<file path="src/rtl/usb_rx_deserializer.sv">
// Full-speed USB receive front end: line decode, NRZI, SYNC detect, bit destuff, LSB-first bytes, EOP check.
// Define USB_RX_BABBLE_CHECK_EN to abort packets longer than MAX_BYTES with error code 6.
//
// state   | meaning
// IDLE    | bus idle, waiting for the first K of SYNC
// SYNC    | counting decoded zeros until the terminating one
// DATA    | destuffing and assembling bytes
// EOP     | counting SE0 bit times, waiting for the closing J
// ABORT   | error reported, waiting for SE0->J or 8 idle J samples
module usb_rx_deserializer #(
    parameter int SYNC_MIN_ZEROS = 5,
    parameter int EOP_MAX_SE0    = 3,
    parameter int MAX_BYTES      = 1026
) (
    input  logic       clk,
    input  logic       nRST,
    input  logic       sample_valid,
    input  logic       dp,
    input  logic       dm,
    output logic       byte_valid,
    output logic [7:0] data_out,
    output logic       packet_done,
    output logic       rx_active,
    output logic       rx_error,
    output logic [2:0] err_code
);

`ifdef USB_RX_BABBLE_CHECK_EN
    localparam bit BABBLE_EN  = 1'b1;
    localparam int BYTE_CNT_W = 11;
`else
    localparam bit BABBLE_EN  = 1'b0;
    localparam int BYTE_CNT_W = 1;
`endif
    localparam int SE0_CNT_W = $clog2(EOP_MAX_SE0 + 2);

    localparam logic [2:0] ERR_SYNC   = 3'd1;
    localparam logic [2:0] ERR_STUFF  = 3'd2;
    localparam logic [2:0] ERR_ALIGN  = 3'd3;
    localparam logic [2:0] ERR_EOP    = 3'd4;
    localparam logic [2:0] ERR_SE1    = 3'd5;
    localparam logic [2:0] ERR_BABBLE = 3'd6;

    typedef enum logic [2:0] {
        S_IDLE,
        S_SYNC,
        S_DATA,
        S_EOP,
        S_ABORT
    } state_t;

    state_t                 state, state_nxt;
    logic                   prev_j, prev_j_nxt;
    logic [2:0]             zero_cnt, zero_cnt_nxt;
    logic [2:0]             ones_cnt, ones_cnt_nxt;
    logic [2:0]             bit_cnt, bit_cnt_nxt;
    logic [BYTE_CNT_W-1:0]  byte_cnt, byte_cnt_nxt;
    logic [7:0]             shift_reg, shift_nxt;
    logic [SE0_CNT_W-1:0]   se0_cnt, se0_cnt_nxt;
    logic [2:0]             abort_j, abort_j_nxt;
    logic                   abort_se0, abort_se0_nxt;
    logic                   byte_valid_nxt, packet_done_nxt, rx_active_nxt, rx_error_nxt;
    logic [7:0]             data_out_nxt;
    logic [2:0]             err_code_nxt;
    logic                   abort_req;
    logic [2:0]             abort_code;

    logic line_j, line_k, line_se0, line_se1, nrzi_bit, babble_hit;

    assign line_j   =  dp & ~dm;
    assign line_k   = ~dp &  dm;
    assign line_se0 = ~dp & ~dm;
    assign line_se1 =  dp &  dm;
    // prev_j holds dp of the last J/K sample, so equal dp means no transition
    assign nrzi_bit   = (dp == prev_j);
    assign babble_hit = BABBLE_EN && (int'(byte_cnt) == MAX_BYTES);

    always_comb begin
        state_nxt       = state;
        prev_j_nxt      = prev_j;
        zero_cnt_nxt    = zero_cnt;
        ones_cnt_nxt    = ones_cnt;
        bit_cnt_nxt     = bit_cnt;
        byte_cnt_nxt    = byte_cnt;
        shift_nxt       = shift_reg;
        se0_cnt_nxt     = se0_cnt;
        abort_j_nxt     = abort_j;
        abort_se0_nxt   = abort_se0;
        data_out_nxt    = data_out;
        rx_active_nxt   = rx_active;
        err_code_nxt    = err_code;
        byte_valid_nxt  = 1'b0;
        packet_done_nxt = 1'b0;
        rx_error_nxt    = 1'b0;
        abort_req       = 1'b0;
        abort_code      = 3'd0;

        if (sample_valid) begin
            if (line_j || line_k) begin
                prev_j_nxt = line_j;
            end

            case (state)
                S_IDLE: begin
                    if (line_k) begin
                        state_nxt    = S_SYNC;
                        zero_cnt_nxt = 3'd1;
                    end
                end

                S_SYNC: begin
                    if (line_se0) begin
                        state_nxt = S_IDLE;
                    end else if (line_se1) begin
                        abort_req  = 1'b1;
                        abort_code = ERR_SE1;
                    end else if (!nrzi_bit) begin
                        if (zero_cnt != 3'd7) begin
                            zero_cnt_nxt = zero_cnt + 3'd1;
                        end
                    end else if (int'(zero_cnt) >= SYNC_MIN_ZEROS) begin
                        state_nxt     = S_DATA;
                        rx_active_nxt = 1'b1;
                        bit_cnt_nxt   = '0;
                        ones_cnt_nxt  = '0;
                        byte_cnt_nxt  = '0;
                    end else begin
                        abort_req  = 1'b1;
                        abort_code = ERR_SYNC;
                    end
                end

                S_DATA: begin
                    if (line_se0) begin
                        state_nxt   = S_EOP;
                        se0_cnt_nxt = SE0_CNT_W'(1);
                    end else if (line_se1) begin
                        abort_req  = 1'b1;
                        abort_code = ERR_SE1;
                    end else if (ones_cnt == 3'd6) begin
                        if (nrzi_bit) begin
                            abort_req  = 1'b1;
                            abort_code = ERR_STUFF;
                        end else begin
                            ones_cnt_nxt = '0;
                        end
                    end else begin
                        shift_nxt    = {nrzi_bit, shift_reg[7:1]};
                        ones_cnt_nxt = nrzi_bit ? ones_cnt + 3'd1 : 3'd0;
                        if (bit_cnt == 3'd7) begin
                            bit_cnt_nxt = '0;
                            if (babble_hit) begin
                                abort_req  = 1'b1;
                                abort_code = ERR_BABBLE;
                            end else begin
                                byte_valid_nxt = 1'b1;
                                data_out_nxt   = {nrzi_bit, shift_reg[7:1]};
                                if (BABBLE_EN) begin
                                    byte_cnt_nxt = byte_cnt + BYTE_CNT_W'(1);
                                end else begin
                                    byte_cnt_nxt = '1;
                                end
                            end
                        end else begin
                            bit_cnt_nxt = bit_cnt + 3'd1;
                        end
                    end
                end

                S_EOP: begin
                    if (line_se0) begin
                        if (int'(se0_cnt) >= EOP_MAX_SE0) begin
                            abort_req  = 1'b1;
                            abort_code = ERR_EOP;
                        end else begin
                            se0_cnt_nxt = se0_cnt + SE0_CNT_W'(1);
                        end
                    end else if (line_j) begin
                        state_nxt     = S_IDLE;
                        rx_active_nxt = 1'b0;
                        if (bit_cnt != 3'd0 || byte_cnt == '0) begin
                            rx_error_nxt = 1'b1;
                            err_code_nxt = ERR_ALIGN;
                        end else begin
                            packet_done_nxt = 1'b1;
                        end
                    end else begin
                        abort_req  = 1'b1;
                        abort_code = ERR_EOP;
                    end
                end

                S_ABORT: begin
                    if (line_j) begin
                        abort_se0_nxt = 1'b0;
                        if (abort_se0 || abort_j == 3'd7) begin
                            state_nxt   = S_IDLE;
                            abort_j_nxt = '0;
                        end else begin
                            abort_j_nxt = abort_j + 3'd1;
                        end
                    end else begin
                        abort_j_nxt   = '0;
                        abort_se0_nxt = line_se0;
                    end
                end

                default: state_nxt = S_IDLE;
            endcase

            // the sample that triggered the abort already counts toward the exit condition
            if (abort_req) begin
                state_nxt     = S_ABORT;
                rx_error_nxt  = 1'b1;
                err_code_nxt  = abort_code;
                rx_active_nxt = 1'b0;
                abort_se0_nxt = line_se0;
                abort_j_nxt   = line_j ? 3'd1 : 3'd0;
            end
        end
    end

    always_ff @(posedge clk) begin
        if (nRST) begin
            state       <= S_IDLE;
            prev_j      <= 1'b1;
            zero_cnt    <= '0;
            ones_cnt    <= '0;
            bit_cnt     <= '0;
            byte_cnt    <= '0;
            shift_reg   <= '0;
            se0_cnt     <= '0;
            abort_j     <= '0;
            abort_se0   <= 1'b0;
            byte_valid  <= 1'b0;
            data_out    <= '0;
            packet_done <= 1'b0;
            rx_active   <= 1'b0;
            rx_error    <= 1'b0;
            err_code    <= '0;
        end else begin
            state       <= state_nxt;
            prev_j      <= prev_j_nxt;
            zero_cnt    <= zero_cnt_nxt;
            ones_cnt    <= ones_cnt_nxt;
            bit_cnt     <= bit_cnt_nxt;
            byte_cnt    <= byte_cnt_nxt;
            shift_reg   <= shift_nxt;
            se0_cnt     <= se0_cnt_nxt;
            abort_j     <= abort_j_nxt;
            abort_se0   <= abort_se0_nxt;
            byte_valid  <= byte_valid_nxt;
            data_out    <= data_out_nxt;
            packet_done <= packet_done_nxt;
            rx_active   <= rx_active_nxt;
            rx_error    <= rx_error_nxt;
            err_code    <= err_code_nxt;
        end
    end

endmodule

</file>
<file path="config.mk">
export PLATFORM = sky130hd
export DESIGN_NAME = usb_rx_deserializer
export DESIGN_NICKNAME = d
export VERILOG_FILES = /design/src/rtl/usb_rx_deserializer.sv
export SDC_FILE = /design/constraint.sdc
export NUM_CORES = 1
export LEC_CHECK = 0
export CAP_MARGIN = 5
export CORE_MARGIN = 2
export CORE_UTILIZATION = 45
export DETAILED_ROUTE_END_ITERATION = 12
export PLACE_DENSITY = 0.69
export SLEW_MARGIN = 0
export SYNTH_ARGS = -nofsm -noshare
export SYNTH_HDL_FRONTEND = slang
export SYNTH_SLANG_ARGS = --single-unit
</file>
<file path="constraint.sdc">
create_clock -name clk -period 4.05 [get_ports clk]
set_input_delay 0.405 -clock clk [delete_from_list [all_inputs] [get_ports clk]]
set_output_delay 0.405 -clock clk [all_outputs]
set_load 0.005 [all_outputs]
</file>
# After elaboration in Yosys (flattened, before gate mapping)
# Index checks and enable logic that the tools add are counted.
[word_totals] wordCells=201 regBits=44 out_inout_bits=15 inputBits=5
[op_classes] n_addsub=5 muxes=98 eq_ne=38 n_reduce_logical=28 bitwise_logic=14 order_cmp=2
[op_table] operator="$mux W3" count=48
[op_table] operator="$mux W1" count=40
[op_table] operator="$ne A3 B3 Y1 const B" count=12
[op_table] operator="$ne A2 B2 Y1 const B" count=14
[op_table] operator="$pmux W3 S2" count=4
[op_table] operator="$reduce_and A10 Y1" count=2
[op_table] operator="$reduce_and A9 Y1" count=2
[op_table] operator="$add A3 B1 Y3 const B" count=5
[op_table] operator="$pmux W3 S5" count=1
[op_table] operator="$reduce_and A5 Y1" count=3
[op_table] operator="$reduce_bool A2 Y1" count=7
[op_table] operator="$eq A3 B3 Y1 const B" count=4
[op_table] operator="$ne A4 B4 Y1 const B" count=3
[op_table] operator="$not A1 Y1" count=10
[op_table] operator="$pmux W3 S3" count=1
[op_table] operator="$reduce_and A8 Y1" count=1
[op_table] operator="$reduce_and A7 Y1" count=1
[op_table] operator="$eq A3 B2 Y1 const B" count=2
[op_table] operator="$reduce_and A6 Y1" count=1
[op_table] operator="$reduce_bool A3 Y1" count=2
[op_table] operator="$reduce_or A6 Y1" count=1
[op_table] operator="$reduce_or A5 Y1" count=1
[op_table] operator="$and A1 B1 Y1" count=4
[op_table] operator="$pmux W1 S2" count=2
[op_table] operator="other kinds (11)" count=14

# Longest topological paths before layout
[depth] depth_word=9 depth_mapped=8 mapped_depth_nobuf=7

# Worst setup path after synthesis
# Ideal clock, no wire load.
[synth_timing] kind="in2reg" start="input port dp" end="register err_code[2]" arrival_time_ps=1895 n_path_buf=2 setup_time_ps=121 required_time_ps=3929 setup_slack_ps=2035 cell_stages=8 cell_sequence="inv_1 -> ha_1 -> clkbuf_1 -> inv_1 -> o211a_1 -> buf_2 -> o21ai_1 -> mux2_2"
[synth_between] elab_chain_len=9 word_cells_on_any_way=29 classes_between="eq/ne (2); mux (19); bitwise (4); reduce/logical (4)"
[synth_lines] element="start, declared" line="18" rtl="input logic dp,"
[synth_lines] element="$eq A1 B1 Y1" line="75" rtl="assign nrzi_bit = (dp == prev_j);"
[synth_lines] element="$mux W1" line="141" rtl="if (nrzi_bit) begin"
[synth_lines] element="$mux W1" line="140" rtl="end else if (ones_cnt == 3'd6) begin"
[synth_lines] element="$mux W1" line="137" rtl="end else if (line_se1) begin"
[synth_lines] element="$mux W1" line="134" rtl="if (line_se0) begin"
[synth_lines] element="$pmux W1 S3" line="103" rtl="case (state)"
[synth_lines] element="$mux W1" line="98" rtl="if (sample_valid) begin"
[synth_lines] element="$ne A2 B1 Y1 (no source line) / $reduce_bool A2 Y1 (equally long branches)"
[synth_lines] element="$reduce_and A5 Y1 (no source line)"
[synth_lines] element="end signal, assigned" line="257" rtl="err_code <= err_code_nxt;"
[synth_lines] element="end, declared" line="25" rtl="output logic [2:0] err_code"
# Parallel ways exist; a longest one is shown, timed or not. The select of a mux whose other input is x is not followed.
# A chain may end at the register's enable or synchronous reset.

# Final worst setup path
[layout_timing] start="input port dp" end="register zero_cnt[1]"
[layout_between] elab_chain_len=4 word_cells_on_any_way=10 classes_between="eq/ne (5); bitwise (4); reduce/logical (1)"
[layout_lines] element="$not A1 Y1" line="71, 72"
[layout_lines] element="$and A1 B1 Y1, on equally long branches" line="72, 71"
[layout_lines] element="$ne A2 B2 Y1 (no source line)"
[layout_lines] element="$reduce_and A7 Y1 (no source line) (*)"
[layout_lines] element="end signal, assigned" line="244" rtl="zero_cnt <= zero_cnt_nxt;"
[layout_lines] element="end, declared" line="54" rtl="logic [2:0] zero_cnt, zero_cnt_nxt;"
# Mark *: on every way between the ends. The rest lies on a longest branch, timed or not.

==> results.toml <==
[outcome]
status = "finished clean"

[worst_hold_path]
min_to = "data_out[4]"
min_from = "data_out[4]"
hold_depth = 2
hold_path_class = "reg -> reg"

[power_and_ir_drop]
ir_worst_vdd_mv = 0.196
power_mw = 0.810
powerDensity_mw_per_mm2 = 314
power.leakage_nw = 0.975

[cts]
cts_max_level = 2
cts_buffers = 5
clk_path_buf_depth = 2
cts_tree = "yes"
cts.sinks = 43
clk_pin_slew_worst_paths_ns = 0.09
hold_buffers = 0
clock_latency_ns = 0.31
post_cts_buffers = 0
cts_root_buf = "clkbuf_8"
ctsResizeCount = 0

[worst_setup_path]
cp.arrival_ns = 2.77
start_kind = "input port"
r2r_setup_slack_ns = 1.75
rr_worst_depth = 4
worstPathMaxFanout = 11
regToRegStartpoint = "state[1]"
path_class = "in -> reg"
critPathRequiredTime_ns = 4.24
r2r_end = "data_out[7]"
worst_setup_path_end_kind = "flip-flop"

[detailed_routing]
dr.pass1.iters = 4
drtIter0Drc = 130
drt_wl_total_um = 4650
wl_per_cell_um = 13.2
drt-vias-per-instance = 5.37
ant_nets = 0
drc_errors = 0
num_vias = 1886

[cells_and_area]
fill_cells = 440
area_delta_synth_final_pct = 13.9
finalNetCount = 305
multiInputGateArea_mm2 = 0.00129
register_area_um2 = 861
layout-drive-gt1-share_pct = 6.34
instances_no_fill = 351
largest_reg_flops = 8
antenna_cells = 0
final_common_cell = "dfxtp_1"
final_cell_mix = "dfxtp_1 (43), nand2_1 (32), a21oi_1 (27), nor2_1 (20), clkdlybuf4s50_1 (19)"
post-route-util_pct = 53.9
design_area_mm2 = 0.00258

[synth]
synth_top_area_share_pct = 38.0
async_reset_ff_share_pct = 0
synth-edff-count = 0
ys_warn_count = 0
synth_top_cell_by_area = "dfxtp_1"
ys.flop_type = "dfxtp_1"
syn_nets = 293
synth-seq-cells = 43
synth_cell_types = 51
ys_top_cells_by_area = "dfxtp_1 (38%), ha_1 (9.4%), a21oi_1 (6.0%)"
ys_seq_area_share_pct = 38.0
synth_area_mm2 = 0.00226
synth_cells = 271
syn_area_per_cell_um2 = 8.36

[sta]
finalCriticalPeriod_ns = 2.59
hold_viol = 0
rsz0062_at_grt = "no"
skew_ns = 0.0105
setup_viol_count_final = 0
holdWs_ns = 0.456
fin_ws_ns = 1.46
fmax_mhz = 386
worstMarginPinSlew_ns = 0.743
drv_slew = 0
setup-tns-final_ns = 0
relSlewSlack_pct = 50.3
finalCritPeriodShare_pct = 63.9

[placement]
port_buffers = 19
dpl.hpwl_um = 3190
pre_cts_ws_ns = 1.16
dp.cells = 343
routabilityCongestion = 0.817
dpl_cell_area_mm2 = 0.00248

[run]
drv_cap = 0

[global_route]
grt_max_degree = 38
grt-ovfl-total = 0
grt_antenna_before_repair = 0
grtUsageTotal_pct = 18.3
grt_pass1_vias = 1635
grt_pass1_wl_um = 7860

[floorplanning]
die_h_um = 74.9
core_area_mm2 = 0.00479
chipWidth_um = 74.9
ioPinCount = 20
start_util_pct = 47.3
fp.dieArea_mm2 = 0.00562
num_rows = 25
## power by group
part	internal [mW]	switching (mW)
logic	0.0357	0.0504
registers	0.428	0.0113
clock network	0.123	0.162
## critical path: stages
cell             delay (ns)
clkdlybuf4s50_1        0.62
inv_1                  0.11
ha_1                   0.37
nor2_1                 0.22
nand4b_1               0.11
a211oi_1               0.61
mux2i_1                0.26
nor2_1                 0.05
## cell type report
type	instances	area share, %
multi-input cells	199	50.0
flip-flops and latches	43	33.4
repair buffers	20	7.67
well taps	67	3.25
clock buffers	5	2.67
inverters	14	2.04
clock inverters	3	0.970
## worst max path at each step
stage,startpoint,endpoint,depth (start not counted)
after floorplan,dp,err_code[2],8
after global placement,dp,zero_cnt[2],8
after detailed placement,dp,zero_cnt[1],8
after CTS,dp,zero_cnt[1],8
after global routing,dp,zero_cnt[2],8
final,dp,zero_cnt[1],8
## Yosys cell counts (2+ instances only)
cell       n
nor3b_1    4
nand2b_1   3
inv_1     14
nand2_1   32
nor2b_1    2
a41o_1     2
nand3_1   14
a21oi_1   27
or4_1      2
o31ai_1    2
ha_1      17
xnor2_1    2
a211oi_1   3
nand4b_1   2
o31a_1     3
nor3_1     6
nor2_1    20
a22oi_1    2
o21a_1     2
a31oi_1    3
and3_1     5
clkbuf_1  10
buf_2      4
mux2i_1    5
dfxtp_1   43
nor4_1     3
o21ai_0   11
o311a_1    2
or3b_2     2
nand3b_1   2
o21ai_1    2
## kinds of logic after synthesis
family,Yosys count,synth area share (%)
flops,43,38.0
fa+ha+maj,17,9.39
compound gates,68,19.4
buf+inv,29,5.03
xor+xnor,3,1.49
simple gates,105,23.9
mux,6,2.71
## per-layer routing
layer | up-vias | routed length, um | GRT usage (%)
met5 | - | 0 | 0
met4 | 0 | 82 | 7.14
met3 | 8 | 179 | 3.61
met2 | 37 | 1990 | 26.4
met1 | 854 | 2400 | 26.7
li1 | 987 | - | -
No activity file was read; power rests on OpenSTA's default activity.
